`src/rtl/mem_access_unit_pkg.sv`:
```
// mem_access_unit_pkg: opcodes, FSM states and access-size helpers shared by the memory-access stage.
package mem_access_unit_pkg;
    localparam logic [5:0] OP_LB  = 6'h20;
    localparam logic [5:0] OP_LH  = 6'h21;
    localparam logic [5:0] OP_LW  = 6'h23;
    localparam logic [5:0] OP_LBU = 6'h24;
    localparam logic [5:0] OP_LHU = 6'h25;
    localparam logic [5:0] OP_SB  = 6'h28;
    localparam logic [5:0] OP_SH  = 6'h29;
    localparam logic [5:0] OP_SW  = 6'h2B;
    typedef enum logic [2:0] {S_IDLE, S_RD, S_MERGE, S_WR, S_FIN} state_e;
    typedef enum logic [1:0] {ACC_BYTE, ACC_HALF, ACC_WORD, ACC_NONE} acc_size_e;
    function automatic acc_size_e acc_size(input logic [5:0] op);
        case (op)
            OP_LB, OP_LBU, OP_SB: return ACC_BYTE;
            OP_LH, OP_LHU, OP_SH: return ACC_HALF;
            OP_LW, OP_SW:         return ACC_WORD;
            default:              return ACC_NONE;
        endcase
    endfunction
    function automatic logic is_load(input logic [5:0] op);
        return op == OP_LB || op == OP_LBU || op == OP_LH || op == OP_LHU || op == OP_LW;
    endfunction
endpackage

```
`src/rtl/mem_access_unit_load_extend.sv`:
```
// load_extend: selects the addressed byte/halfword lane of a read word and sign/zero-extends it.
module load_extend
    import mem_access_unit_pkg::*;
(
    input  logic [31:0] rdata,
    input  logic [1:0]  off,
    input  logic [5:0]  op,
    output logic [31:0] data
);
    logic [7:0]  b;
    logic [15:0] h;
    always_comb begin
        b = rdata[{off, 3'b000} +: 8];
        h = off[1] ? rdata[31:16] : rdata[15:0];
        data = op == OP_LB  ? {{24{b[7]}}, b} :
               op == OP_LBU ? {24'b0, b} :
               op == OP_LH  ? {{16{h[15]}}, h} :
               op == OP_LHU ? {16'b0, h} : rdata;
    end
endmodule

```
`src/rtl/mem_access_unit.sv`:
```
// mem_access_unit: turns one controller memory strobe into a handshaked word-memory transaction,
// with sub-word stores done as read-modify-write and extended loads returned in mdr.
module mem_access_unit
    import mem_access_unit_pkg::*;
#(
    parameter int ADDR_W = 32,
    parameter int DATA_W = 32
) (
    input  logic              clk,
    input  logic              rst,
    input  logic              mem_read,
    input  logic              mem_write,
    input  logic [5:0]        op,
    input  logic [ADDR_W-1:0] addr,
    input  logic [DATA_W-1:0] wdata,
    output logic [DATA_W-1:0] mdr,
    output logic              busy,
    output logic              done,
    output logic              err,
    output logic              m_req,
    output logic              m_we,
    output logic [ADDR_W-1:0] m_addr,
    output logic [DATA_W-1:0] m_wdata,
    input  logic              m_ack,
    input  logic [DATA_W-1:0] m_rdata
);
    state_e            state_q, state_d;
    logic [5:0]        op_q, op_d;
    logic [1:0]        off_q, off_d;
    logic [DATA_W-1:0] wdata_q, wdata_d, mdr_q, mdr_d, m_wdata_q, m_wdata_d;
    logic [ADDR_W-1:0] m_addr_q, m_addr_d;
    logic              err_q, err_d, busy_q, busy_d, done_q, done_d, m_req_q, m_req_d, m_we_q, m_we_d;
    logic              req_err;
    logic [DATA_W-1:0] ld_data, lane_mask;
    acc_size_e         req_size, cur_size;

    load_extend u_ext (.rdata(m_rdata), .off(off_q), .op(op_q), .data(ld_data));

    always_comb begin
        req_size  = acc_size(op);
        cur_size  = acc_size(op_q);
        req_err   = (mem_read && mem_write) || req_size == ACC_NONE ||
                    (req_size == ACC_HALF && addr[0]) || (req_size == ACC_WORD && addr[1:0] != 2'b00);
        lane_mask = (cur_size == ACC_BYTE ? DATA_W'(32'hFF) : DATA_W'(32'hFFFF)) << {off_q, 3'b000};
        state_d   = state_q;
        op_d      = op_q;
        off_d     = off_q;
        wdata_d   = wdata_q;
        err_d     = err_q;
        mdr_d     = mdr_q;
        m_addr_d  = m_addr_q;
        m_wdata_d = m_wdata_q;
        case (state_q)
            S_IDLE: if (mem_read || mem_write) begin
                op_d     = op;
                off_d    = addr[1:0];
                wdata_d  = wdata;
                m_addr_d = {addr[ADDR_W-1:2], 2'b00};
                err_d    = req_err;
                state_d  = req_err ? S_FIN : op == OP_SW ? S_WR : S_RD;
                m_wdata_d = (!req_err && op == OP_SW) ? wdata : m_wdata_q;
            end
            S_RD: if (m_ack) begin
                // loads finish here; sub-word stores keep the old word as the merge buffer
                mdr_d     = is_load(op_q) ? ld_data : mdr_q;
                m_wdata_d = is_load(op_q) ? m_wdata_q : m_rdata;
                state_d   = is_load(op_q) ? S_FIN : S_MERGE;
            end
            S_MERGE: begin
                m_wdata_d = (m_wdata_q & ~lane_mask) | ((wdata_q << {off_q, 3'b000}) & lane_mask);
                state_d   = S_WR;
            end
            S_WR:    state_d = m_ack ? S_FIN : S_WR;
            default: state_d = S_IDLE;
        endcase
        m_req_d = state_d == S_RD || state_d == S_WR;
        m_we_d  = state_d == S_WR;
        busy_d  = state_d != S_IDLE;
        done_d  = state_d == S_FIN;
    end

    always_ff @(posedge clk or posedge rst) begin
        if (rst) begin
            state_q   <= S_IDLE;
            op_q      <= '0;
            off_q     <= '0;
            wdata_q   <= '0;
            err_q     <= 1'b0;
            mdr_q     <= '0;
            m_addr_q  <= '0;
            m_wdata_q <= '0;
            m_req_q   <= 1'b0;
            m_we_q    <= 1'b0;
            busy_q    <= 1'b0;
            done_q    <= 1'b0;
        end else begin
            state_q   <= state_d;
            op_q      <= op_d;
            off_q     <= off_d;
            wdata_q   <= wdata_d;
            err_q     <= err_d;
            mdr_q     <= mdr_d;
            m_addr_q  <= m_addr_d;
            m_wdata_q <= m_wdata_d;
            m_req_q   <= m_req_d;
            m_we_q    <= m_we_d;
            busy_q    <= busy_d;
            done_q    <= done_d;
        end
    end

    assign mdr     = mdr_q;
    assign busy    = busy_q;
    assign done    = done_q;
    assign err     = err_q;
    assign m_req   = m_req_q;
    assign m_we    = m_we_q;
    assign m_addr  = m_addr_q;
    assign m_wdata = m_wdata_q;
endmodule

```
`config.mk`:
```
export PLATFORM = sky130hd
export DESIGN_NAME = mem_access_unit
export DESIGN_NICKNAME = d
export VERILOG_FILES = /design/src/rtl/mem_access_unit_pkg.sv /design/src/rtl/mem_access_unit_load_extend.sv /design/src/rtl/mem_access_unit.sv
export SDC_FILE = /design/constraint.sdc
export NUM_CORES = 1
export LEC_CHECK = 0
export CAP_MARGIN = 30
export CORE_MARGIN = 10
export CORE_UTILIZATION = 43
export CTS_BUF_LIST = sky130_fd_sc_hd__clkbuf_2
export CTS_CLUSTER_DIAMETER = 40
export CTS_CLUSTER_SIZE = 28
export DETAILED_ROUTE_END_ITERATION = 16
export GPL_TIMING_DRIVEN = 0
export MAX_ROUTING_LAYER = met4
export PLACE_DENSITY_LB_ADDON = 0.12
export SLEW_MARGIN = 10
export SYNTH_ARGS = -nofsm -noshare
export SYNTH_HDL_FRONTEND = slang
export SYNTH_SLANG_ARGS = --single-unit
```
`constraint.sdc`:
```
create_clock -name clk -period 3.8 [get_ports clk]
set_clock_uncertainty 0.05 [all_clocks]
set_input_delay 0.57 -clock clk [delete_from_list [all_inputs] [get_ports clk]]
set_output_delay 0.57 -clock clk [all_outputs]
set_load 0.05 [all_outputs]
```
==> impl_metrics.yaml <==
die:
  die_area_um2: 20070
  io-pin-count: 208
  start_util: 0.4381
  rows: 44
  core_um2: 14530
  die_h_um: 141.7
  die_x_um: 141.7
synthesis:
  synthTopCellsByArea: "dfrtp_1, mux2_2, o21ai_0, o2bb2ai_1, a21oi_1"
  synth_top_area_cell: "dfrtp_1"
  async_flop_share: 1.000
  syn_area_um2: 6367
  synth_seq_cells: 126
  synthFlopType: "dfrtp_1"
  yosysTopAreaCellShare: 0.4952
  postSynthAreaPerCell_um2: 10.83
  synth_cell_types: 54
  synthCells: 588
  synth-edff-count: 0
  yosysWarnings: 0
  synth_seq_area_share: 0.4952
sta:
  min_period_ns: 2.612
  setup_viol: 0
  clock.fmax_ghz: 0.3829
  slew_headroom: 0.4636
  tightestPinTransition_ns: 0.8029
  finalMaxSlewViolations: 0
  tns_ns: 0
  setup_slack_ns: 1.188
  hold_viol_final: 0
  finalCritPeriodShare: 0.6873
  rsz0062_at_grt: "no"
clocking:
  cts_made_buffers: 17
  post-cts-setup-buffers: 0
  clock-sinks: 126
  clk_pin_slew_ns: 0.18
  clk_latency_ns: 0.72
  root_buffer: "clkbuf_2"
  holdBufCountCts: 0
  ctsHtreeMaxLevel: 4
  cts-resized-gates: 0
  cts_tree: "yes"
  cts_max_path_buffers: 2
global_route:
  antenna_found_initial: 0
  grt_overflow: 0
  grt_max_degree: 39
  grt_pass1_vias: 6033
  grtUsageTotal: 0.2232
  grt_pass1_wl_um: 34230
setup_path:
  critical-path-top-delay-family: "buffers and inverters"
  reg2reg_depth: 6
  max_stage_delay_ns: 0.83
  reg2reg_from: "op_q[1]"
  cp_num_buf_inv: 1
  worstReg2RegEnd: "m_wdata[25]"
  path_class: "flip-flop to output pin"
  crit_fanout: 2
  crit_chain: "clkdlybuf4s50_1"
  slowest_stage: "clkdlybuf4s50_1"
  required_ns: 3.18
  worst-r2r-setup-slack_ns: 1.21
  end_kind: "output pin"
  startpoint_type: "flip-flop"
  worstPathArrival_ns: 1.99
detailed_routing:
  via_count: 5729
  drt_wl_total_um: 22170
  drc: 0
  drtPass1Iterations: 5
  routed_via_density: 5.655
  first_iter_violations: 602
  wl_per_cell_um: 21.89
  ant_nets: 0
place:
  io_buffers: 205
  hpwl_um: 17520
  place_ws_ns: 0.7497
  routabilityCongestion: 0.8980
min_path:
  hold_class: "primary input to asynchronous set/reset pin"
layout:
  diodes: 0
  drive_above_1_share: 0.1604
  fill_cells: 1228
  area_growth_pct: 39.75
  nets: 924
power_and_ir_drop:
  ir_worst_vdd_uv: 669.5
  power_density_nw_per_um2: 896.0
  power_leakage_nw: 3.683
outcome:
  outcome: "completed"
flow_run:
  maxCapViolations: 0
-- sequential cells by signal, summed over array words and instances, names as in the netlist --
register  flops
state_q       3
busy          1
op_q          6
m_addr       30
err           1
m_req         1
mdr          32
wdata_q      16
off_q         2
done          1
m_wdata      32
m_we          1
-- power breakdown --
group	internal [mW]	switching [mW]	leakage [nW]
logic	1.86	3.07	2.00
registers	1.93	0.396	1.56
clock network	0.224	0.491	0.121
-- metrics by stage --
step	hold WS, ns	util	total power, mW	std cells	area (um^2)
after floorplan	0.4537	-	5.609	589	6375
after global placement	0.4253	0.5956	7.204	978	8657
after detailed placement	0.4237	0.5998	7.283	981	8717
after CTS	0.2371	0.6119	8.019	1012	8894
after global routing	0.3048	0.6123	8.400	1013	8899
final	0.2651	0.6123	7.973	1013	8899
-- per-layer routing --
metal,vias to the layer above,wire length [um],global-route usage,part of all wire
li1,2645,-,-,-
met1,2781,9306,0.2697,0.42
met2,268,10390,0.3504,0.47
met3,35,2074,0.07009,0.094
met4,0,401,0.06885,0.018
met5,-,0,-,0
-- worst max path at each step --
stage,cells past startpoint,to,startpoint,slack (ns)
after floorplan,1,busy,rst,1.63
after global placement,2,mdr[18],rst,0.47
after detailed placement,7,m_wdata[17],addr[0],0.75
after CTS,1,m_wdata[24],m_wdata[24],1.14
after global routing,7,mdr[21],op_q[3],1.03
final,1,m_wdata[0],m_wdata[0],1.19
-- synthesized netlist by cell type (4+ instances only) --
library cell	count
o22a_1	8
a221oi_1	8
mux4_2	7
nor2_1	35
a21oi_1	40
nand2_1	45
nor2b_1	5
o21ai_0	62
o2bb2ai_1	33
mux2_2	62
mux2i_1	9
inv_1	18
buf_2	18
a22o_1	15
clkbuf_1	26
nand2b_1	5
a222oi_1	16
nand3_1	4
dfrtp_1	126
-- kinds of logic (layout without fill, tap and decap cells) --
kind of cell | after synthesis | count (layout) | synth area share
compound gates | 195 | 195 | 0.2158
flops | 126 | 126 | 0.4952
simple gates | 119 | 119 | 0.09059
mux | 78 | 78 | 0.1486
buf+inv | 67 | 307 | 0.04657
xor+xnor | 2 | 2 | 0.002752
other cells | 1 | 2 | 0.0005889
-- layout by cell type, fill, tap and decap left out, types with 3 or more instances in the layout --
cell type | netlist | final
clkdlybuf4s50_1 | 0 | 205
dfrtp_1 | 126 | 126
mux2_2 | 62 | 62
o21ai_0 | 62 | 62
nand2_1 | 45 | 45
a21oi_1 | 40 | 40
nor2_1 | 35 | 35
o2bb2ai_1 | 33 | 33
clkbuf_1 | 26 | 26
clkbuf_2 | 0 | 20
buf_2 | 18 | 19
inv_1 | 18 | 17
a222oi_1 | 16 | 16
a22o_1 | 15 | 15
mux2i_1 | 9 | 9
a221oi_1 | 8 | 8
o22a_1 | 8 | 8
mux4_2 | 7 | 7
nand2b_1 | 5 | 5
nor2b_1 | 5 | 5
clkinv_1 | 0 | 5
nand3_1 | 4 | 4
clkinv_2 | 0 | 4
buf_12 | 0 | 3
-- cell type report --
class                   count  area, um^2  area share
flip-flops and latches    126        3153      0.3543
multi-input cells         396        2922      0.3283
repair buffers            209        2117      0.2379
well taps                 184       230.2     0.02587
plain buffers              49       229.0     0.02573
clock buffers              20       100.1     0.01125
clock inverters            11       76.32    0.008577
inverters                  18       71.32    0.008015
Power figures use the tool's default switching activity.
